## config.mk

```make
export PLATFORM = sky130hd
export DESIGN_NAME = serial_xfer
export DESIGN_NICKNAME = d
export VERILOG_FILES = /design/src/rtl/serial_xfer.sv
export SDC_FILE = /design/constraint.sdc
export NUM_CORES = 1
export LEC_CHECK = 0
export CAP_MARGIN = 10
export CORE_ASPECT_RATIO = 1.4
export CORE_UTILIZATION = 25
export DETAILED_ROUTE_END_ITERATION = 8
export DONT_BUFFER_PORTS = 1
export GPL_ROUTABILITY_DRIVEN = 0
export HOLD_SLACK_MARGIN = 0.05
export PLACE_DENSITY = 0.48
export SLEW_MARGIN = 20
export SYNTH_ARGS = -nofsm -noshare
export SYNTH_HDL_FRONTEND = slang
export SYNTH_SLANG_ARGS = --single-unit
```

## constraint.sdc

```tcl
create_clock -name clk -period 3 [get_ports clk]
set_input_delay 0.3 -clock clk [delete_from_list [all_inputs] [get_ports clk]]
set_output_delay 0.3 -clock clk [all_outputs]
set_load 0.01 [all_outputs]
```

## src/rtl/serial_xfer.sv

```systemverilog
// Multi-byte UART transaction engine: sends up to MAX_BYTES bytes to uart_tx,
// then collects up to MAX_BYTES reply bytes from uart_rx, with per-byte reply timeout.
module serial_xfer #(
  parameter int MAX_BYTES      = 4,
  parameter int TIMEOUT_CYCLES = 1000000,
  parameter int FLUSH_RX       = 1,
  parameter int LEN_W          = $clog2(MAX_BYTES + 1)
) (
  input  logic                   clk,
  input  logic                   reset,
  input  logic [8*MAX_BYTES-1:0] xfer_tx_data,
  input  logic [LEN_W-1:0]       xfer_tx_len,
  input  logic [LEN_W-1:0]       xfer_rx_len,
  input  logic                   xfer_start,
  output logic                   xfer_busy,
  output logic                   xfer_done,
  output logic                   xfer_timeout,
  output logic [8*MAX_BYTES-1:0] xfer_rx_data,
  output logic [LEN_W-1:0]       xfer_rx_count,
  output logic [7:0]             tx_data,
  output logic                   tx_wr_strobe,
  input  logic                   tx_busy,
  input  logic [7:0]             rx_data,
  input  logic                   rx_valid,
  output logic                   rx_rd_strobe,
  output logic [2:0]             state_dbg
);

  // Handshakes: tx_wr_strobe is a one-cycle write issued only when tx_busy was low;
  // rx_valid is level (byte waiting), rx_rd_strobe is a one-cycle acknowledge that
  // the uart uses to drop rx_valid. Neither strobe is ever high two cycles in a row.
  localparam logic [2:0] ST_IDLE      = 3'd0;
  localparam logic [2:0] ST_SEND      = 3'd1;
  localparam logic [2:0] ST_SEND_WAIT = 3'd2;
  localparam logic [2:0] ST_RECV      = 3'd3;
  localparam logic [2:0] ST_RECV_ACK  = 3'd4;
  localparam logic [2:0] ST_DONE      = 3'd5;

  localparam logic [LEN_W-1:0] MAX_LEN = LEN_W'(MAX_BYTES);
  localparam logic [31:0]      TO_LAST = 32'(TIMEOUT_CYCLES - 1);

  logic [2:0]             state;
  logic [8*MAX_BYTES-1:0] tx_buf;
  logic [LEN_W-1:0]       tx_len;
  logic [LEN_W-1:0]       rx_len;
  logic [LEN_W-1:0]       idx;
  logic [31:0]            to_cnt;
  logic [LEN_W-1:0]       tx_len_c;
  logic [LEN_W-1:0]       rx_len_c;
  logic [7:0]             cur_tx_byte;

  assign state_dbg = state;
  assign tx_len_c  = (xfer_tx_len > MAX_LEN) ? MAX_LEN : xfer_tx_len;
  assign rx_len_c  = (xfer_rx_len > MAX_LEN) ? MAX_LEN : xfer_rx_len;

  always_comb begin
    cur_tx_byte = 8'h00;
    for (int k = 0; k < MAX_BYTES; k++) begin
      if (idx == LEN_W'(k)) cur_tx_byte = tx_buf[8*k +: 8];
    end
  end

  always_ff @(posedge clk) begin
    if (reset) begin
      state         <= ST_IDLE;
      tx_buf        <= '0;
      tx_len        <= '0;
      rx_len        <= '0;
      idx           <= '0;
      to_cnt        <= '0;
      xfer_busy     <= 1'b0;
      xfer_done     <= 1'b0;
      xfer_timeout  <= 1'b0;
      xfer_rx_data  <= '0;
      xfer_rx_count <= '0;
      tx_data       <= 8'h00;
      tx_wr_strobe  <= 1'b0;
      rx_rd_strobe  <= 1'b0;
    end else begin
      tx_wr_strobe <= 1'b0;
      rx_rd_strobe <= 1'b0;
      xfer_done    <= 1'b0;
      case (state)
        ST_IDLE: begin
          if (xfer_start) begin
            tx_buf        <= xfer_tx_data;
            tx_len        <= tx_len_c;
            rx_len        <= rx_len_c;
            xfer_rx_data  <= '0;
            xfer_rx_count <= '0;
            xfer_timeout  <= 1'b0;
            idx           <= '0;
            to_cnt        <= '0;
            xfer_busy     <= 1'b1;
            if (tx_len_c != '0)      state <= ST_SEND;
            else if (rx_len_c != '0) state <= ST_RECV;
            else                     state <= ST_DONE;
          end else if ((FLUSH_RX != 0) && rx_valid && !rx_rd_strobe) begin
            // The uart drops rx_valid one cycle after the ack, so skip that cycle.
            rx_rd_strobe <= 1'b1;
          end
        end
        ST_SEND: begin
          if (!tx_busy) begin
            tx_data      <= cur_tx_byte;
            tx_wr_strobe <= 1'b1;
            idx          <= idx + LEN_W'(1);
            state        <= ST_SEND_WAIT;
          end
        end
        ST_SEND_WAIT: begin
          if (idx < tx_len) begin
            state <= ST_SEND;
          end else if (rx_len != '0) begin
            idx    <= '0;
            to_cnt <= '0;
            state  <= ST_RECV;
          end else begin
            state <= ST_DONE;
          end
        end
        ST_RECV: begin
          if (rx_valid) begin
            for (int k = 0; k < MAX_BYTES; k++) begin
              if (idx == LEN_W'(k)) xfer_rx_data[8*k +: 8] <= rx_data;
            end
            rx_rd_strobe  <= 1'b1;
            idx           <= idx + LEN_W'(1);
            xfer_rx_count <= xfer_rx_count + LEN_W'(1);
            state         <= ST_RECV_ACK;
          end else if ((TIMEOUT_CYCLES != 0) && (to_cnt == TO_LAST)) begin
            xfer_timeout <= 1'b1;
            state        <= ST_DONE;
          end else begin
            to_cnt <= to_cnt + 32'd1;
          end
        end
        ST_RECV_ACK: begin
          to_cnt <= '0;
          if (idx < rx_len) state <= ST_RECV;
          else              state <= ST_DONE;
        end
        ST_DONE: begin
          xfer_done <= 1'b1;
          xfer_busy <= 1'b0;
          state     <= ST_IDLE;
        end
        default: state <= ST_IDLE;
      endcase
    end
  end

endmodule

```

; ---- After elaboration in Yosys (flattened, before gate mapping)
; Cells that the tools add are included.
[classes]
mux = 48
n_addsub = 3
bitwise_logic = 2
n_lt_le_gt_ge = 4
n_reduce_logical = 24
eq_ne = 22
[ops]
columns = op, count
row1 = $mux W32, 6
row2 = $pmux W32 S4, 1
row3 = $mux W8, 8
row4 = $pmux W32 S2, 1
row5 = $mux W3, 17
row6 = $add A32 B1 Y32 const B, 1
row7 = $eq A32 B20 Y1 const B, 1
row8 = $ne A2 B2 Y1 const B, 12
row9 = $reduce_and A4 Y1, 5
row10 = $pmux W3 S5, 1
row11 = $eq A3 B2 Y1 const B, 4
row12 = $pmux W3 S4, 1
row13 = $reduce_and A6 Y1, 2
row14 = $mux W1, 9
row15 = $reduce_bool A3 Y1, 3
row16 = $reduce_bool A4 Y1, 2
row17 = $add A3 B1 Y3 const B, 2
row18 = $eq A3 B1 Y1 const B, 2
row19 = $eq A3 B3 Y1 const B, 2
row20 = $gt A3 B3 Y1 const B, 2
row21 = $logic_not A3 Y1, 2
row22 = $lt A3 B3 Y1, 2
row23 = $pmux W1 S2, 3
row24 = $pmux W3 S2, 1
row25 = 8 further kinds, 13
[word_totals]
in_bits = 51
out_inout_bits = 51
register_bits = 124

; ---- Longest topological paths before layout
; Gate-level depths: netlist of the first run.
[depth]
word_depth = 7
ltp_mapped = 9
mapped_depth_nobuf = 8

; ---- Worst setup path after synthesis of the first run
; Ideal clock, no wire load.
[synth_timing]
path_kind = reg-to-reg
startpoint = register to_cnt[0]
endpoint = register to_cnt[6]
t_required_ps = 2867
slack_ps = 860
t_arrival_ps = 2007
setup_time_ps = 133
period_less_slack_ps = 2140
path_stages_with_launch = 9
n_path_buf = 1
cell_sequence = dfxtp_1 ha_1 and3_1 nand4_2 or4_4 and3_4 buf_6 a31oi_1 nor3_1
[synth_via]
elab_chain_cells = 4
elab_cells_between_ends = 7
cone_classes = add/sub: 1 / eq/ne: 2 / mux: 3 / reduce/logical: 1
[synth_lines]
columns = item, line_no
row1 = "start, declared", 47  ; logic [31:0] to_cnt;
row2 = "start signal, assigned", 135  ; to_cnt <= to_cnt + 32'd1;
row3 = $add A32 B1 Y32, 135
row4 = $mux W32, 131  ; end else if ((TIMEOUT_CYCLES != 0) && (to_cnt == TO_LAST)) begin
row5 = $mux W32, 123  ; if (rx_valid) begin
row6 = $pmux W32 S4, 83  ; case (state)
; Parallel ways exist; a longest one is shown, timed or not. The select of a mux whose other input is x is not followed.
; A chain may end at the register's enable or synchronous reset.

; ---- Worst setup path in the final report of the first run
[layout_timing]
startpoint = register idx[2]
endpoint = register to_cnt[24]
[layout_via]
elab_chain_cells = 3
[layout_lines]
columns = item, line_no
row1 = "start, declared", 46  ; logic [LEN_W-1:0] idx;
row2 = "start signal, assigned", 107  ; idx <= idx + LEN_W'(1);
row3 = "start signal, assigned", 128  ; idx <= idx + LEN_W'(1);
row4 = $lt A3 B3 Y1, 112  ; if (idx < tx_len) begin
row5 = $ne A2 B2 Y1 (no source line), -
row6 = $reduce_and A6 Y1 (no source line), -
; Every way passes these cells.

==> results of run 1 <==
state kept, by name (all words and copies together) (netlist names):
signal and flops:
tx_buf 32, to_cnt 32, xfer_busy 1, xfer_done 1, rx_len 3, tx_data 8, rx_rd_strobe 1, xfer_rx_count 3
idx 3, tx_wr_strobe 1, state_dbg 3, xfer_timeout 1, tx_len 3, xfer_rx_data 32
report_power, final:
part	internal [mW]	leakage, nW	switching, mW
registers	1.71	1.01	0.0495
logic	0.184	1.14	0.318
clock network	1.37	0.289	0.745
total	3.27	2.44	1.11
cell usage after synthesis (8+ instances only):
library cell | instances | area (um^2)
and3_1 | 10 | 62.6
nand2_1 | 137 | 514
a211oi_1 | 9 | 67.6
dfxtp_1 | 124 | 2480
nand3b_1 | 8 | 60.1
a21oi_1 | 101 | 505
a222oi_1 | 8 | 80.1
nand3_1 | 51 | 255
and2_1 | 9 | 56.3
nor2_1 | 43 | 161
o21ai_0 | 32 | 160
nor2b_1 | 9 | 56.3
clkbuf_1 | 38 | 143
nor3_1 | 37 | 185
ha_1 | 11 | 138
inv_1 | 14 | 52.6
final timing paths:
check                                       from          to  slack, ns  cells past startpoint
worst min register to register         tx_len[1]   tx_len[1]       0.45                      2
worst max register to register            idx[2]  to_cnt[24]       0.56                      7
worst min-delay path            xfer_tx_data[22]  tx_buf[22]       0.06                      2
worst max-delay path                      idx[2]  to_cnt[24]       0.56                      7
critical path, cell delays in order (launching register included):
cell      delay, ns
dfxtp_1        0.35
ha_1           0.31
nand2_1        0.06
o21a_1         0.19
o211ai_1       0.40
nand3_1        0.37
or4_1          0.55
a21oi_1        0.15
final cells by class:
cell class,count,share of cell area (%)
antenna,1,0.0352
timing repair buffer,65,8.79
clock buffer,21,6.75
sequential,124,34.9
tap,301,5.29
clock inverter,7,1.62
inverter,14,0.739
multi-input combinational,551,41.9
cell families (layout without fill, tap and decap cells):
logic type                 count (synthesis)  in the layout  synth area share, %
AOI/OAI and AO/OA                        191            191                 20.3
xor gates and xnor gates                   2              2                0.307
adders and majority gates                 11             11                 2.41
buffers and inverters                     61            107                 4.28
DFF                                      124            124                 43.5
other                                      0              1                    0
and+or+nand+nor                          347            347                 29.2
through the flow:
step,instance area (um^2),hold WS [ns],total power [mW]
after floorplan,5700,0.427,2.09
after global placement,6020,0.403,2.21
after detailed placement,6020,0.399,2.21
after CTS,7110,0.0503,4.43
after global routing,7110,0.0560,4.56
final,7110,0.0577,4.38
what timing repair did:
item | CTS | global route
hold buffers | 48 | 0
hold endpoints to repair | 105 | 0
buffers inserted | 0 | 0
routing by layer:
metal / vias up / GRT usage (%)
li1: 2700 / -
met3: 30 / 4.86
met1: 2596 / 19.0
met2: 155 / 27.5
met5: - / 0
met4: 0 / 7.53
==> summary by stage, run 1 <==
Timing
The total count of hold-check failures in the final report is 0. The least setup slack across all paths after layout is 0.556 ns. The worst pin sits at a relative slew slack of 45.2%.

The slew at the pin with the worst max-slew slack is 0.821 ns. Setup repair after global routing left no endpoint under its margin. The final sum of negative setup slack is 0 ns. The final count of pins violating max slew came to 0.

Between clock sinks in the finished design, the worst skew comes to 0.00868 ns. The time the final worst path needs with I/O delays and setup is 2.44 ns. Setup violations remaining at the end of the flow were counted as 0. Timing would allow up to 409 MHz. The final worst-path cycle share is 81.5%.

Floorplan
102 I/O pins were placed. In this run the vertical extent of the chip is 181 um. The floorplan row count is 65.

The horizontal die dimension is 130 um. The die outline area is 23,400 um^2. For this configuration, the core starts out at a cell density of 25.4%. In this run the standard cell core region covers 22,400 um^2.

Clock tree
The number of gates resized after cts is 0. At the later pin of the worst-skew pair, clock insertion delay measures 0.42 ns. The clock sink total is 124.

Counting the buffers created by CTS gives 17. The largest buffer count on any clock path is 2. Clock-pin slew was measured on the worst setup and hold paths at 0.06 ns. The cell sitting at the root of the clock tree is a clkbuf_16.

The H-tree depth is 4. TritonCTS built the clock tree.

Cells and area
In the layout the commonest cells are nand2_1 (136), dfxtp_1 (124), a21oi_1 (101). The area growth from synthesis to layout is 24.7%. The total number of nets in the final design is 835. Registers take 2480 um^2. The leading cell type in the layout, fill and taps excluded is nand2_1. Cells fill 31.7% of the core in the end. For this run, the number of standard cells in the final layout without fillers is 1,084. The total area of multi-input combinational cells is 2980 um^2. Counting the fill cells in the layout gives 2,405.

The post-route netlist has 7.16% of its cells at a drive strength greater than 1.

Detailed routing
The met1 wire length is 7910 um. Summed over all nets, wire length on met3 after detailed routing comes to 1090 um. The mean number of vias per cell is 5.06. The DRC violations left is 0. The met2 wirelength from detailed routing is 9250 um.

Across all layers, the routed design uses 5,481 vias. The detailed router finished its first iteration with 302 violations. The count of antenna-violating nets left after detailed routing is 0. The top layer reached by signal wires is met4.

In the final routed layout, each cell accounts on average for 17.4 um. The wire length reported by the detailed router is 18,900 um. The first-pass iteration count of the detailed router is 5.

Global routing
The via count of the first global-routing pass is 5,234. The total overflow left after global routing is 0. The largest net degree at the start of global routing is 106. The initial antenna violation count was 1. The first global-routing pass estimated 29,400 um of wire.

The overall global routing resource usage is 16.4%.

Setup path
The required time of the critical path is 3.35 ns. The type of the worst setup path is register to register. In this run the worst path has a maximum fanout of 7. The element type at the critical path start is a register. The endpoint arrival time on the critical path is 2.79 ns. The worst setup path is captured at a register.

Synthesis
The number of distinct library cells after synthesis is 55. The number of nets in the synthesized netlist is 798. Yosys printed 0 warnings. The dominant register cell in the synthesized netlist is dfxtp_1. In the synthesized netlist, the number of instances is 736. Counting flops with an async set or reset pin after synthesis yields a share of 0%. The count of flip-flops with a built-in enable after synthesis is 0. The mean instance size in the synthesized netlist is 7.75 um^2. The sequential area share after synthesis is 43.5%. The netlist area before placement is 5700 um^2. The number of synthesized register bits is 124.

Run
Across the run, the number of max-cap violations was 0.

Place
Including well taps, the total number of placed cells is 1,007. Buffers placed on the I/O ports in this run total 0. Before CTS, the worst setup slack after placement is 0.573 ns. The detailed placer's ending HPWL is 12,900 um.

Power and ir drop
The power density over cell area is 615 nW/um^2. The peak supply drop is 0.000303 V. The static power due to leakage is 2.44 nW.

Run status
The run finished with clean final reports.

Min path
The class of the most critical hold timing path is primary input to register.
Power figures use the tool's default switching activity.
==> run 2: changes to the inputs <==
--- a/config.mk
+++ b/config.mk
@@ -5,6 +5,7 @@
 export SDC_FILE = /design/constraint.sdc
 export NUM_CORES = 1
 export LEC_CHECK = 0
+export ABC_AREA = 1
 export CAP_MARGIN = 10
 export CORE_ASPECT_RATIO = 1.4
 export CORE_UTILIZATION = 25
==> constraint.sdc (replaced) <==
create_clock -name clk -period 2.3 [get_ports clk]
set_input_delay 0.23 -clock clk [delete_from_list [all_inputs] [get_ports clk]]
set_output_delay 0.23 -clock clk [all_outputs]
set_load 0.01 [all_outputs]
==> run 2 against run 1 <==
Effect of this change:
- sequential power up 40%
- hold slack gained 0.024 ns
- final cell count increased by 19%
- critical endpoint is now to_cnt[29]
==> summary by stage, run 2 <==
Run status
The flow ran to the end, and the final reports show no timing, DRC or antenna violations.

Setup path
The biggest fanout along the worst timing path is 11 (+4). The endpoint arrival time on the critical path came to 2.39 ns (-0.40 ns). The beginning of the critical path is state_dbg[0]. The cell family contributing the most delay on the critical path is simple AND/OR/NAND/NOR gates.

The cell depth of the worst flop-to-flop path is 11 (+4). The critical path goes through inv_1, nand2_1, nor2_2, nand2_2, nand3_1, nor2_2, nand2_8, buf_4, nor2_1, nor2_1, nor2_1. The worst path buffer plus inverter count is 2 (+2). The setup path with the least slack is of type register to register. The worst setup path is launched from a register. The cell at the slowest stage of the critical path is dfxtp_1. The most used cell along the critical path is nor2_1.

The worst setup path is captured at a register. The startpoint of the worst register-to-register path is state_dbg[0]. The largest stage delay on the critical path is 0.46 ns (-0.09 ns). The required time of the critical path is 2.66 ns (-0.69 ns). The number of gates on the worst path with buffers counted is 11 (+4).

Detailed routing
The wire length reported by the detailed router is 20,400 um (+8.2%). The number of design-rule violations left by the first detailed-router iteration is 424 (+40%). The count of antenna-violating nets left after detailed routing is 0 (unchanged). The first-pass iteration count of the detailed router is 5 (unchanged). The mean number of vias per cell is 4.72 (-6.6%).

The routed length per placed instance is 15.8 um (-9.2%). The overall via count from detail_route is 6,102 (+11%). The DRC violations left is 0 (unchanged).

Min path
The class of the most critical hold timing path is primary input to register. The number of instances on the worst hold path was 3 (+1). The beginning of the worst hold path is xfer_rx_len[2].

Synthesis
The share of async-settable or async-resettable flops after synthesis is 0% (unchanged). The portion of synthesized cell area occupied by the leading cell type was 40.2% (-3.3 points). The number of distinct library cells after synthesis is 37 (-33%). After synthesis, the cell types taking the most area are dfxtp_1 (40%), nand2_1 (11%), nand3_1 (10%), nor2_1 (9.6%), a21oi_1 (7.1%). The library cell with the highest instance count after synthesis is nand2_1. The mean instance size in the synthesized netlist is 6.72 um^2 (-13%). The number of warning messages in the yosys log came to 0 (unchanged). The synthesized instance count came to 919 (+25%). The netlist area before placement is 6170 um^2 (+8.2%). The dominant register cell in the synthesized netlist is dfxtp_1.

The count of flip-flops with a built-in enable after synthesis is 0 (unchanged). The number of synthesized register bits is 124 (unchanged). The number of nets in the synthesized netlist is 981 (+23%). The sequential area share after synthesis is 40.2% (-3.3 points). The largest total area in the synthesized netlist belongs to dfxtp_1. By count the netlist is led by nand2_1 (183), nor2_1 (158), dfxtp_1 (124), nand3_1 (123), a21oi_1 (88).

Floorplan
The y dimension of the die is 188 um (+4.0%). The die outline area was 25,300 um^2 (+8.1%). The number of top-level design ports is 102 (unchanged). The horizontal die dimension is 135 um (+4.0%). The floorplan row count was 67 (+3.1%).

The core area is 24,100 um^2 (+7.2%). The effective utilization at floorplan is 25.7% (+0.25 points).

Cells and area
In the layout the commonest cells are nand2_1 (182), nor2_1 (158), dfxtp_1 (124). The total non-filler cell area in the finished layout is 7630 um^2 (+7.2%). The total number of nets in the final design is 1,031 (+23%). The number of antenna diodes came to 0 (-1).

The largest registers in the layout are to_cnt x32, tx_buf x32, xfer_rx_data x32. The area growth from synthesis to layout is 23.6%. The count of fill cells added during filler insertion is 2,618 (+8.9%). The leading cell type in the layout, fill and taps excluded is nand2_1.

The number of non-filler instances in the completed layout came to 1,292 (+19%). The share of post-route cells with drive strength above 1 is 9.06% (+1.9 points).

Timing
The time the final worst path needs with I/O delays and setup is 2.03 ns (-0.411 ns). The total count of hold-check failures in the final report is 0 (unchanged). The final setup violation count is 0 (unchanged).

The worst clock skew is 0.00796 ns (-0.000724 ns). The achievable clock frequency is 492 MHz (+20%). The final worst-path cycle share is 88.4% (+6.9 points). Setup repair after global routing left no endpoint under its margin.

The slew at the pin with the worst max-slew slack is 0.602 ns (-0.219 ns). The final count of pins violating max slew is 0 (unchanged). The final sum of negative setup slack came to 0 ns (unchanged). The headroom to the max-slew limit came to 59.7% (+15 points).

Place
The number of port buffers was 0 (unchanged). The number of cells in the design after placement is 1,213 (+20%). The placed standard-cell area is 6540 um^2 (+8.7%). The detailed placer's ending HPWL is 14,600 um (+13%).

Clock tree
The root buffer cell is clkbuf_16. The clock sink total came to 124 (unchanged). TritonCTS built the clock tree.

The source-to-sink clock delay at the later pin of the worst-skew pair is 0.43 ns (about the same). The largest buffer count on any clock path is 2 (unchanged). The total clock buffers created by CTS came to 17 (unchanged). The H-tree depth was 4 (unchanged). The CTS clock-pin slew for the worst setup and hold paths came to 0.06 ns (about the same).

Global routing
The sum of overflow across all layers after global routing is 0 (unchanged). The largest net degree at the start of global routing is 68 (-36%). The most utilized layer in the global route result is met2.

The via count of the first global-routing pass was 5,825 (+11%). The overall global routing resource usage is 16.5% (+0.10 points). The met1 global-route usage was 19.5% (+0.52 points). The wire length of the first global-routing pass is 32,400 um (+10%). The routing usage on met3 is 3.97% (-0.88 points). The met2 routing resource usage after global routing is 29.0% (+1.5 points). The initial antenna violation count is 0 (-1).

Power and ir drop
The peak supply drop is 0.000530 V (+75%). The static power due to leakage is 2.90 nW (+19%). The power density over cell area came to 880 nW/um^2 (+43%).

Run
The total of max-cap violations came to 0 (unchanged).
==> run 2: cell count changes in the layout (fill, tap and decap cells not counted), moves of 13 or more <==
cell | previous run | this run
a21oi_1 | 101 | 88
inv_1 | 14 | 68
nand2_1 | 136 | 182
nand3_1 | 51 | 123
nor2_1 | 43 | 158
nor3_1 | 37 | 7
o21ai_0 | 32 | 50
==> run 2: path summary, 6_finish.rpt <==
kind | to | slack (ns)
max | to_cnt[29] | 0.27
min | rx_len[1] | 0.08
max reg2reg | to_cnt[29] | 0.27
min reg2reg | tx_len[2] | 0.47
==> run 2: final cells by class <==
cell class	instances	area (um^2)	share of cell area (%)
clock buffers	18	439	5.76
flip-flops and latches	124	2480	32.5
clock inverters	14	146	1.92
inverters	79	297	3.89
multi-input cells	681	3240	42.5
repair buffers	66	636	8.33
well taps	310	388	5.09
==> run 2: cell families after synthesis <==
kind of cell / synth area share [%]
xor+xnor: 0.709
simple gates: 35.5
flops: 40.2
compound gates: 13.6
buf+inv: 7.70
fa+ha+maj: 2.23
==> run 2: routing by layer <==
| layer | up-vias | part of all wire [%] |
|---|---|---|
| met5 | - | 0 |
| met4 | 0 | 1.3 |
| met3 | 19 | 4.6 |
| met2 | 130 | 51 |
| met1 | 2833 | 43 |
| li1 | 3120 | - |
==> run 2: worst min-delay path, stage by stage <==
cell     delay [ns]
inv_1          0.03
nand2_1        0.10
o32ai_1        0.09
==> run 2: power by group <==
group | total [mW] | leakage (nW) | internal [mW] | switching, mW
clock | 2.66 | 0.282 | 1.62 | 1.04
combinational | 1.58 | 1.61 | 0.494 | 1.09
sequential | 2.47 | 1.01 | 2.33 | 0.143
==> run 2: repair_timing <==
item	CTS	global route
gates resized for setup	0	3
hold buffers	44	0
buffers inserted	0	2
hold endpoints to repair	99	0
endpoints found under the setup margin	0	24
==> run 2: metrics by stage <==
| step | power [mW] | util [%] | hold WS, ns | setup WS [ns] |
|---|---|---|---|---|
| floorplan | 3.52 | - | 0.365 | 0.603 |
| global placement | 3.98 | 27.2 | 0.311 | 0.0280 |
| detailed placement | 3.97 | 27.2 | 0.315 | 0.0120 |
| CTS | 6.74 | 31.5 | 0.0684 | 0.00280 |
| global route | 7.07 | 31.7 | 0.0956 | 0.0167 |
| finish | 6.71 | 31.7 | 0.0818 | 0.267 |
